$ cat config.mk
export PLATFORM = sky130hd
export DESIGN_NAME = stack_seq
export DESIGN_NICKNAME = d
export VERILOG_FILES = /design/src/rtl/stack_seq.sv
export SDC_FILE = /design/constraint.sdc
export NUM_CORES = 1
export LEC_CHECK = 0
export BUFFER_PORTS_ARGS = -buffer_cell sky130_fd_sc_hd__buf_2
export CORE_UTILIZATION = 52
export CTS_BUF_LIST = sky130_fd_sc_hd__clkbuf_2
export CTS_CLUSTER_SIZE = 40
export DETAILED_ROUTE_END_ITERATION = 16
export GPL_ROUTABILITY_DRIVEN = 0
export PLACE_DENSITY = 0.83
export REMOVE_ABC_BUFFERS = 1
export SLEW_MARGIN = 10
export SYNTH_ARGS = -nofsm -noshare
export SYNTH_HDL_FRONTEND = slang
export SYNTH_SLANG_ARGS = --single-unit
$ cat constraint.sdc
create_clock -name clk -period 3.1 [get_ports clk]
set_input_delay 0.62 -clock clk [delete_from_list [all_inputs] [get_ports clk]]
set_output_delay 0.62 -clock clk [all_outputs]
set_load 0.01 [all_outputs]
$ cat src/rtl/stack_seq.sv
// stack_seq: sequencer that expands one decoded PUSH/POP register-list
// instruction into single-word memory transfers followed by an SP update.
// It shares the data-memory port with execute and stalls fetch/decode while
// it runs.
//
// state  | meaning
// IDLE   | waiting for start; operands are latched on start
// SETUP  | one cycle: compute base address and first register
// XFER   | one memory transfer per register, advancing on mem_ack
// FINISH | one cycle: done pulse and SP write-back
module stack_seq #(
    parameter int ADDR_W     = 16,
    parameter int DATA_W     = 32,
    parameter int WORD_BYTES = 4
) (
    input  logic              clk,
    input  logic              reset,
    input  logic              start,
    input  logic              is_pop,
    input  logic [7:0]        r_list,
    input  logic              with_lr,
    input  logic [ADDR_W-1:0] sp_in,
    output logic              busy,
    output logic              done,
    output logic              stall,
    output logic [3:0]        count_out,
    output logic [3:0]        rf_raddr,
    input  logic [DATA_W-1:0] rf_rdata,
    output logic              rf_we,
    output logic [3:0]        rf_waddr,
    output logic [DATA_W-1:0] rf_wdata,
    output logic              mem_req,
    output logic              mem_we,
    output logic [ADDR_W-1:0] mem_addr,
    output logic [DATA_W-1:0] mem_wdata,
    input  logic              mem_ack,
    input  logic [DATA_W-1:0] mem_rdata,
    output logic              sp_we,
    output logic [ADDR_W-1:0] sp_out
);

    typedef enum logic [1:0] {
        IDLE   = 2'd0,
        SETUP  = 2'd1,
        XFER   = 2'd2,
        FINISH = 2'd3
    } state_t;

    localparam logic [ADDR_W-1:0] STEP = ADDR_W'(WORD_BYTES);

    state_t state_q, state_d;

    logic              pop_q, pop_d;
    logic [7:0]        rem_q, rem_d;       // low registers not yet transferred
    logic              lr_q, lr_d;         // LR/PC transfer still pending
    logic [ADDR_W-1:0] sp_q, sp_d;
    logic [3:0]        n_q, n_d;           // total transfers for this op
    logic [3:0]        count_q, count_d;   // transfers remaining
    logic [ADDR_W-1:0] base_q, base_d;
    logic [ADDR_W-1:0] addr_q, addr_d;
    logic              rf_we_q, rf_we_d;
    logic [3:0]        rf_waddr_q, rf_waddr_d;
    logic [DATA_W-1:0] rf_wdata_q, rf_wdata_d;

    logic [3:0]        cur;
    logic [ADDR_W-1:0] n_bytes;

    function automatic logic [3:0] popcount8(input logic [7:0] v);
        logic [3:0] c;
        c = 4'd0;
        for (int i = 0; i < 8; i++) begin
            c = c + {3'd0, v[i]};
        end
        return c;
    endfunction

    // Scan downward so the last hit is the lowest set bit.
    function automatic logic [3:0] lowest8(input logic [7:0] v);
        logic [3:0] idx;
        idx = 4'd0;
        for (int i = 7; i >= 0; i--) begin
            if (v[i]) begin
                idx = 4'(i);
            end
        end
        return idx;
    endfunction

    // Register currently being transferred: remaining low registers in
    // ascending order, then LR (store) or PC (load) at the highest address.
    always_comb begin
        if (rem_q != 8'd0) begin
            cur = lowest8(rem_q);
        end else begin
            cur = pop_q ? 4'd15 : 4'd14;
        end
        n_bytes = ADDR_W'(n_q) * STEP;
    end

    // State and datapath registers; reset aborts any operation in flight.
    always_ff @(posedge clk or negedge reset) begin
        if (!reset) begin
            state_q    <= IDLE;
            pop_q      <= 1'b0;
            rem_q      <= 8'd0;
            lr_q       <= 1'b0;
            sp_q       <= '0;
            n_q        <= 4'd0;
            count_q    <= 4'd0;
            base_q     <= '0;
            addr_q     <= '0;
            rf_we_q    <= 1'b0;
            rf_waddr_q <= 4'd0;
            rf_wdata_q <= '0;
        end else begin
            state_q    <= state_d;
            pop_q      <= pop_d;
            rem_q      <= rem_d;
            lr_q       <= lr_d;
            sp_q       <= sp_d;
            n_q        <= n_d;
            count_q    <= count_d;
            base_q     <= base_d;
            addr_q     <= addr_d;
            rf_we_q    <= rf_we_d;
            rf_waddr_q <= rf_waddr_d;
            rf_wdata_q <= rf_wdata_d;
        end
    end

    // Next-state and datapath update.
    always_comb begin
        state_d    = state_q;
        pop_d      = pop_q;
        rem_d      = rem_q;
        lr_d       = lr_q;
        sp_d       = sp_q;
        n_d        = n_q;
        count_d    = count_q;
        base_d     = base_q;
        addr_d     = addr_q;
        rf_we_d    = 1'b0;
        rf_waddr_d = 4'd0;
        rf_wdata_d = '0;

        case (state_q)
            IDLE: begin
                if (start) begin
                    pop_d   = is_pop;
                    rem_d   = r_list;
                    lr_d    = with_lr;
                    sp_d    = sp_in;
                    n_d     = popcount8(r_list) + {3'd0, with_lr};
                    count_d = n_d;
                    state_d = SETUP;
                end
            end
            SETUP: begin
                // PUSH pre-decrements SP by the whole block; wrap is allowed.
                base_d  = pop_q ? sp_q : (sp_q - n_bytes);
                addr_d  = base_d;
                state_d = (n_q == 4'd0) ? FINISH : XFER;
            end
            XFER: begin
                if (mem_ack) begin
                    count_d = count_q - 4'd1;
                    addr_d  = addr_q + STEP;
                    if (rem_q != 8'd0) begin
                        rem_d = rem_q & (rem_q - 8'd1);
                    end else begin
                        lr_d = 1'b0;
                    end
                    if (pop_q) begin
                        rf_we_d    = 1'b1;
                        rf_waddr_d = cur;
                        rf_wdata_d = mem_rdata;
                    end
                    if (count_q == 4'd1) begin
                        state_d = FINISH;
                    end
                end
            end
            FINISH: begin
                state_d = IDLE;
            end
            default: begin
                state_d = IDLE;
            end
        endcase
    end

    // Outputs decode from registered state, so reset clears them at once.
    always_comb begin
        busy      = (state_q != IDLE);
        done      = (state_q == FINISH);
        sp_we     = (state_q == FINISH);
        stall     = reset & (busy | (start & (state_q == IDLE)));
        count_out = count_q;
        mem_req   = (state_q == XFER);
        mem_we    = mem_req & ~pop_q;
        mem_addr  = mem_req ? addr_q : '0;
        rf_raddr  = mem_we ? cur : 4'd0;
        mem_wdata = mem_we ? rf_rdata : '0;
        rf_we     = rf_we_q;
        rf_waddr  = rf_waddr_q;
        rf_wdata  = rf_wdata_q;
        sp_out    = '0;
        if (state_q == FINISH) begin
            sp_out = pop_q ? (sp_q + n_bytes) : base_q;
        end
    end

endmodule

==> results of run 1 <==
[worst max path at each step]
stage | start | cells after the start | end
3_3_place_gp | r_list[0] | 10 | count_out[2]
2_1_floorplan | r_list[0] | 9 | count_out[2]
6_report | sp_q[3] | 8 | sp_out[11]
3_5_place_dp | r_list[0] | 10 | count_out[2]
5_1_grt | sp_q[3] | 9 | sp_out[11]
4_1_cts | sp_q[3] | 8 | sp_out[12]
[timing repair]
action,CTS,global route
pin swaps,11,11
setup buffers,14,12
hold buffers,1,0
endpoints found under the hold margin,15,0
setup endpoints to repair,44,53
gates cloned,0,1
resized for setup,21,28
[metal layers]
metal,wire [microns],GRT usage,up-vias
met5,0,0,-
met4,437,0.1468,0
met3,1307,0.06872,42
met2,8146,0.4618,292
met1,6965,0.3710,2631
li1,-,-,2539
[sequential cells by signal, summed over array words and instances (netlist names)]
name and flops:
sp_q 16, rf_wdata 32, count_out 4, rem_q 8, addr_q 16, rf_we 1
base_q 16, state_q 2, n_q 4, rf_waddr 4, pop_q 1
[power by group]
part           switching (mW)  total [mW]  internal [mW]
Clock                   0.480       0.671          0.192
Sequential              0.521        2.36           1.84
Combinational            2.39        4.26           1.87
[logic make-up after synthesis]
family,count (synthesis),synth area share
AND/OR/NAND/NOR,238,0.2196
AO/OA/AOI/OAI,124,0.1295
flip-flops,104,0.4451
buffers and inverters,73,0.04922
XOR/XNOR,31,0.04644
multiplexers,27,0.04986
adder cells (fa/ha/maj),24,0.06035
[cell type report]
cell class              instances  area, sq um
flip-flops and latches        104         2611
clock inverters                 6        67.56
well taps                     140        175.2
inverters                      39        156.4
clock buffers                  10        50.05
repair inverters                1        7.507
repair buffers                243         1316
fillers                       837         3395
multi-input cells             444         3109
[cells in the final DEF, fill, tap and decap left out, types with 3 or more instances in the layout]
| cell type | instances |
|---|---|
| xor2_1 | 9 |
| buf_2 | 207 |
| and2_1 | 78 |
| clkbuf_2 | 10 |
| and3_1 | 3 |
| o22ai_1 | 4 |
| o21a_1 | 4 |
| a21oi_1 | 28 |
| nand3_1 | 8 |
| clkinvlp_4 | 5 |
| dfrtp_1 | 97 |
| inv_1 | 33 |
| buf_4 | 33 |
| a21o_1 | 4 |
| o21ai_1 | 3 |
| ha_2 | 4 |
| xnor2_1 | 22 |
| o21ai_0 | 41 |
| or4_4 | 4 |
| nand4_1 | 5 |
| mux2_2 | 17 |
| a22oi_1 | 3 |
| ha_1 | 10 |
| o211ai_1 | 6 |
| a211oi_1 | 3 |
| or3_1 | 3 |
| mux2i_1 | 10 |
| nand2_1 | 40 |
| nand2b_1 | 5 |
| fa_1 | 6 |
| nor2b_1 | 6 |
| dfrtp_2 | 7 |
| ha_4 | 3 |
| a22o_1 | 7 |
| nor3_1 | 11 |
| nor4_1 | 7 |
| nor2_1 | 50 |
[metrics by stage]
step | setup TNS, ns | instances
2_1_floorplan | -0.8768 | 587
3_3_place_gp | -1.724 | 943
3_5_place_dp | -2.391 | 943
4_1_cts | -1.450 | 974
5_1_grt | -1.131 | 987
6_report | -0.3203 | 987
==> impl_metrics.yaml, run 1 <==
status:
  status: "complete, but fails checks"
  violations: "setup timing"
logic_synthesis:
  synth_top_area_share: 0.4451
  synth_enable_flop_cells: 0
  syn_avg_cell_area_sq_um: 9.415
  synth_top_area_cell: "dfrtp_1"
  syn_inst: 621
  async_flop_share: 1.000
  synth_area_leaders: "dfrtp_1, and2_1, ha_1"
  yosysSeqAreaShare: 0.4451
  netlist_area_sq_um: 5847
  synth_commonest_cells: "dfrtp_1, and2_1, nor2_1, o21ai_0, nand2_1"
  synth.distinct_cells: 56
  yosys_warnings: 0
  ys.flop_type: "dfrtp_1"
  synth_seq_cells: 104
  synth_most_common_cell: "dfrtp_1"
power_and_ir_drop:
  irDropWorstVdd_mv: 0.4513
  p_leak_nw: 3.814
  power_density_nw_per_um2: 973.3
  finalPower_mw: 7.293
grt:
  grt_pass1_vias: 5318
  grt_pass1_wl_microns: 25870
  grt_max_degree: 52
  grt_usage: 0.2906
  antenna_found_initial: 0
  grt_overflow_total: 0
timing:
  setup_slack_ns: -0.1028
  setup_viol: 7
  whs_ns: 0.1723
  hold_viol: 0
  slew_headroom: 0.5070
  report.final.slew_viol_count: 0
  tightest_slew_ns: 0.7303
  fin_skew_ns: 0.05236
  period_needed_ns: 3.203
  period_share: 1.033
  rsz0062_at_grt: "yes"
  timing.fmax_mhz: 312.2
clock_tree:
  cts_htree_levels: 3
  cts-root-buf: "clkbuf_2"
  numCtsBuffers: 9
  clk_latency_ns: 0.65
  cts_tree: "yes"
  cts_num_sinks: 104
  cts_buffer_depth: 2
  clk_pin_slew_ns: 0.27
hold_path:
  hold_path_end: "rf_wdata[11]"
  hp-start: "mem_rdata[11]"
  hold_class: "input pin to register"
  min_path_cells: 2
finish:
  nets: 960
  area_growth_pct: 28.16
  fin_util: 0.6882
  final_area_sq_um: 7493
  antennaDiodeCount: 0
  drive_gt1_frac: 0.3813
setup_path:
  cp_max_fo: 5
  r2r_end: "base_q[10]"
  crit_buf_inv: 3
  critPathTopFamily: "compound AO/OA/AOI/OAI gates"
  path_cells: "buf_6, ha_2, o211ai_1, buf_4, nand2_2, and3_4, a221o_1, buf_2"
  worst_r2r_path_depth: 8
  path_class: "register to output pin"
  worstPathRequired_ns: 2.48
  cp-end-kind: "output pin"
  cp_data_arrival_time_ns: 2.58
  critPathLaunchType: "register"
  cpPeakStageDelay_ns: 0.50
  worstReg2RegStart: "n_q[0]"
  crit_slowest_cell: "dfrtp_2"
  r2r_slack_ns: 0.68
die:
  ios: 209
  core_sq_um: 10890
  num_rows: 38
  start_util: 0.5370
  fp.dieW_microns: 108.0
  die_h_microns: 108.0
  die-area_sq_um: 11670
drt:
  via_per_inst: 5.576
  drt-initial-drc-count: 408
  drtPass1Iterations: 5
  postRouteAntennaNets: 0
  wl_per_cell_microns: 17.08
  drc: 0
  wl_microns: 16860
  vias: 5504
place:
  place_hpwl_microns: 11650
  portBuffers: 208
  dpl_worst_slack_ns: -0.6310
  place_area_sq_um: 6984
flow_run:
  maxCapViolCount: 0
Power figures use the tool's default switching activity.
==> run 2, diff against run 1 <==
- SKIP_CTS_REPAIR_TIMING: not set -> 1
==> impl_metrics.yaml, run 2 (same netlist as run 1, synthesis figures left out) <==
place:
  place_hpwl_microns: 11650
  portBuffers: 208
timing:
  timing.fmax_mhz: 311.1
  tightest_slew_ns: 0.7518
  hold_viol: 0
  slew_headroom: 0.4924
  rsz0062_at_grt: "yes"
  fin_skew_ns: 0.04281
  setup_slack_ns: -0.1144
  report.final.slew_viol_count: 0
  period_share: 1.037
  tns_ns: -0.2454
  setup_viol: 5
  period_needed_ns: 3.214
clock_tree:
  clk_latency_ns: 0.66
  cts-root-buf: "clkbuf_2"
  cts_tree: "yes"
  numCtsBuffers: 9
  clk_pin_slew_ns: 0.28
  cts_num_sinks: 104
  cts_buffer_depth: 2
  cts_htree_levels: 3
drt:
  wl_met2_microns: 7970
  dr_wl_met3_microns: 1405
  drt-initial-drc-count: 411
  via_per_inst: 5.534
  wl_microns: 16490
  met1_length_microns: 6785
  postRouteAntennaNets: 0
  drtPass1Iterations: 5
  drc: 0
  vias: 5423
  top_layer: "met4"
  wl_per_cell_microns: 16.83
setup_path:
  worstReg2RegStart: "state_q[0]"
  cp_data_arrival_time_ns: 2.59
  r2r_end: "addr_q[9]"
  path_class: "register to output pin"
  critPathLaunchType: "register"
  cp-end-kind: "output pin"
  cp_max_fo: 5
  worst_r2r_path_depth: 9
  r2r_slack_ns: 0.68
  worstPathRequired_ns: 2.48
finish:
  largest_register_ffs: 32
  area_growth_pct: 27.33
  register_area_sq_um: 2610
  fin_util: 0.6838
  nets: 953
  drive_gt1_frac: 0.3750
  multi_input_area_sq_um: 3105
  layout_commonest_cell: "buf_2"
  layout_common_cells: "buf_2, dfrtp_1, and2_1, nor2_1, o21ai_0"
  final.fill_count: 834
  antennaDiodeCount: 0
power_and_ir_drop:
  p_leak_nw: 3.784
  finalPower_mw: 7.242
  power_density_nw_per_um2: 972.8
  clockPowerShare: 0.093
  irDropWorstVdd_mv: 0.4595
  p_seq_frac: 0.331
  pwr-share-comb: 0.575
  power.switching_mw: 3.374
  swShare: 0.4658
  intPower_mw: 3.869
status:
  status: "complete, but fails checks"
  violations: "setup timing"
die:
  die-area_sq_um: 11670
  num_rows: 38
  die_h_microns: 108.0
  start_util: 0.5370
  fp.dieW_microns: 108.0
  ios: 209
  core_sq_um: 10890
flow_run:
  maxCapViolCount: 0
hold_path:
  hold_path_end: "rf_wdata[11]"
  hold_class: "input pin to register"
  hp-start: "mem_rdata[11]"
  min_path_cells: 2
grt:
  grt_max_degree: 52
  grt_overflow_total: 0
  grt_usage: 0.2772
  grt_pass1_wl_microns: 24690
  grt_pass1_vias: 5109
  antenna_found_initial: 0
-- run 2: how the worst max path moves through the flow --
stage / start / endpoint / slack (ns) / cells after the start
global route: rem_q[3] / rf_raddr[3] / -0.19 / 5
CTS: n_q[2] / sp_out[12] / -0.37 / 8
floorplan: r_list[0] / count_out[2] / -0.35 / 9
detailed placement: r_list[0] / count_out[2] / -0.63 / 10
global placement: r_list[0] / count_out[2] / -0.52 / 10
finish: rem_q[2] / rf_raddr[3] / -0.11 / 5
-- run 2: worst max-delay path, cell delays in order, from the launching register on --
cell	delay (ns)
dfrtp_1	0.46
or4_4	0.58
or4_4	0.44
or2_4	0.26
nor2_1	0.10
buf_2	0.14
-- run 2: per-layer routing --
layer  track usage  vias to the layer above
met5             0                        -
li1              -                     2519
met2        0.4395                      275
met3       0.06209                       29
met4        0.1233                        0
met1        0.3635                     2600
-- run 2: area by class of cell --
type                            count  share of cell area
Inverter                           39             0.02101
Multi-Input combinational cell    444              0.4171
Clock inverter                      6            0.009076
Tap cell                          140             0.02353
Sequential cell                   104              0.3506
Timing Repair inverter              1            0.001008
Timing Repair Buffer              236              0.1709
Clock buffer                       10            0.006723
-- run 2: per-stage QoR --
| stage | instances | cell area [sq um] | setup slack, ns | hold slack [ns] |
|---|---|---|---|---|
| 2_1_floorplan | 587 | 5705 | -0.3547 | 0.3244 |
| 3_3_place_gp | 943 | 6984 | -0.5154 | 0.4621 |
| 3_5_place_dp | 943 | 6984 | -0.6310 | 0.4682 |
| 4_1_cts | 959 | 7102 | -0.3726 | -0.2524 |
| 5_1_grt | 980 | 7445 | -0.1863 | 0.1254 |
| 6_report | 980 | 7445 | -0.1144 | 0.1581 |
-- run 2: power groups by stage --
stage / combinational [mW] / sequential, mW / clock, mW
after floorplan: 2.42 / 2.33 / 0
after global placement: 3.46 / 2.36 / 0
after detailed placement: 3.57 / 2.40 / 0
after CTS: 3.60 / 2.37 / 0.682
after global routing: 4.56 / 2.47 / 0.729
final: 4.17 / 2.40 / 0.677
==> run 3, diff against run 2 <==
- SETUP_SLACK_MARGIN: not set -> 0.15
==> impl_metrics.yaml, run 3 (same netlist as run 1, synthesis figures left out) <==
die:
  start_util: 0.5370
  num_rows: 38
  die_h_microns: 108.0
  die-area_sq_um: 11670
  ios: 209
  core_sq_um: 10890
  fp.dieW_microns: 108.0
setup_path:
  crit_buf_inv: 1
  cp-end-kind: "output pin"
  path_class: "register to output pin"
  crit_top_cell: "or4_4"
  cp_max_fo: 5
  critPathTopFamily: "simple AND/OR/NAND/NOR gates"
  crit_slowest_cell: "or4_4"
  worstPathRequired_ns: 2.48
  cpPeakStageDelay_ns: 0.58
  path_cells: "or4_4, or4_4, or2_4, nor2_1, buf_2"
  critPathLaunchType: "register"
  cp_data_arrival_time_ns: 2.61
grt:
  gr-usage-met2: 0.4395
  grt_pass1_wl_microns: 24690
  grt_overflow_total: 0
  met1_usage: 0.3635
  grt_usage: 0.2772
  grt_pass1_vias: 5109
  grt_use_met3: 0.06209
  antenna_found_initial: 0
  grt-busiest-layer: "met2"
  grt_max_degree: 52
finish:
  layout_commonest_cell: "buf_2"
  final.fill_count: 827
  register_area_sq_um: 2613
  area_growth_pct: 28.72
  antennaDiodeCount: 0
  multi_input_area_sq_um: 3168
  layout_common_cells: "buf_2, dfrtp_1, and2_1, nor2_1, nand2_1"
  drive_gt1_frac: 0.3869
  nets: 953
  largest_register_ffs: 32
place:
  portBuffers: 208
  place_hpwl_microns: 11650
timing:
  setup_viol: 5
  period_share: 1.041
  hold_viol: 0
  rsz0062_at_grt: "yes"
  fin_skew_ns: 0.03568
  report.final.slew_viol_count: 0
  setup_slack_ns: -0.1276
  tightest_slew_ns: 0.8874
  period_needed_ns: 3.228
  timing.fmax_mhz: 309.8
  whs_ns: 0.1430
  slew_headroom: 0.4009
drt:
  via_per_inst: 5.611
  drtPass1Iterations: 5
  postRouteAntennaNets: 0
  drt-initial-drc-count: 511
  drc: 0
  wl_per_cell_microns: 17.40
  vias: 5499
  wl_microns: 17050
status:
  violations: "setup timing"
  status: "complete, but fails checks"
clock_tree:
  cts_tree: "yes"
  clk_pin_slew_ns: 0.30
  clk_latency_ns: 0.65
  cts-root-buf: "clkbuf_2"
  numCtsBuffers: 9
  cts_buffer_depth: 2
  cts_htree_levels: 3
  cts_num_sinks: 104
hold_path:
  hold_class: "input pin to register"
power_and_ir_drop:
  irDropWorstVdd_mv: 0.4644
  p_leak_nw: 3.806
  power_density_nw_per_um2: 988.2
  finalPower_mw: 7.437
flow_run:
  maxCapViolCount: 0
==> run 3: cell count changes in the layout (fill, tap and decap cells not counted), moves of 2 or more <==
cell / change
xnor2_1: -2
buf_8: +2
xnor2_2: +2
o21ai_2: +2
o21ai_0: -3
fa_2: +2
fa_1: -2
==> run 3: final cells by class <==
class                      count  share of cell area
timing repair inverter         1           0.0009975
clock buffer                  10            0.006650
timing repair buffer         236              0.1709
sequential                   104              0.3471
tap                          140             0.02328
clock inverter                 6            0.008978
multi-input combinational    444              0.4209
inverter                      39             0.02111
==> run 3: path summary, 6_finish.rpt <==
path,end,startpoint,depth (start not counted),slack [ns]
setup / recovery,rf_raddr[3],rem_q[2],5,-0.13
hold / removal,rf_wdata[11],mem_rdata[11],2,0.14
setup reg to reg,count_out[2],state_q[0],7,0.70
hold reg to reg,base_q[4],base_q[4],1,0.51
max in group asynchronous,pop_q,reset,3,1.83
min in group asynchronous,addr_q[10],reset,2,0.31
==> run 3: worst reg2reg max path, delay by kind of cell, from the launching register on <==
family | cells | cell delay [ns]
fa+ha+maj | 1 | 0.25
buf+inv | 2 | 0.32
compound gates | 3 | 1.13
flops | 1 | 0.49
simple gates | 1 | 0.18
==> run 3: per-stage QoR <==
step             util  setup WS, ns  setup TNS, ns  cells  area, sq um
2_1_floorplan       -       -0.3547        -0.8768    587         5705
3_3_place_gp   0.6415       -0.5154         -1.724    943         6984
3_5_place_dp   0.6415       -0.6310         -2.391    943         6984
4_1_cts        0.6523       -0.3726         -4.111    959         7102
5_1_grt        0.6912       -0.1824        -0.9911    980         7526
6_report       0.6912       -0.1276        -0.3165    980         7526
==> run 3: layer usage <==
layer / share of wire / vias up
li1: - / 2522
met1: 0.40 / 2622
met2: 0.48 / 305
met3: 0.084 / 50
met4: 0.030 / 0
met5: 0 / -
==> run 3: power breakdown <==
part	leakage (nW)	switching, mW	internal (mW)
combinational	2.43	2.43	1.91
sequential	1.31	0.574	1.85
clock	0.0685	0.484	0.192
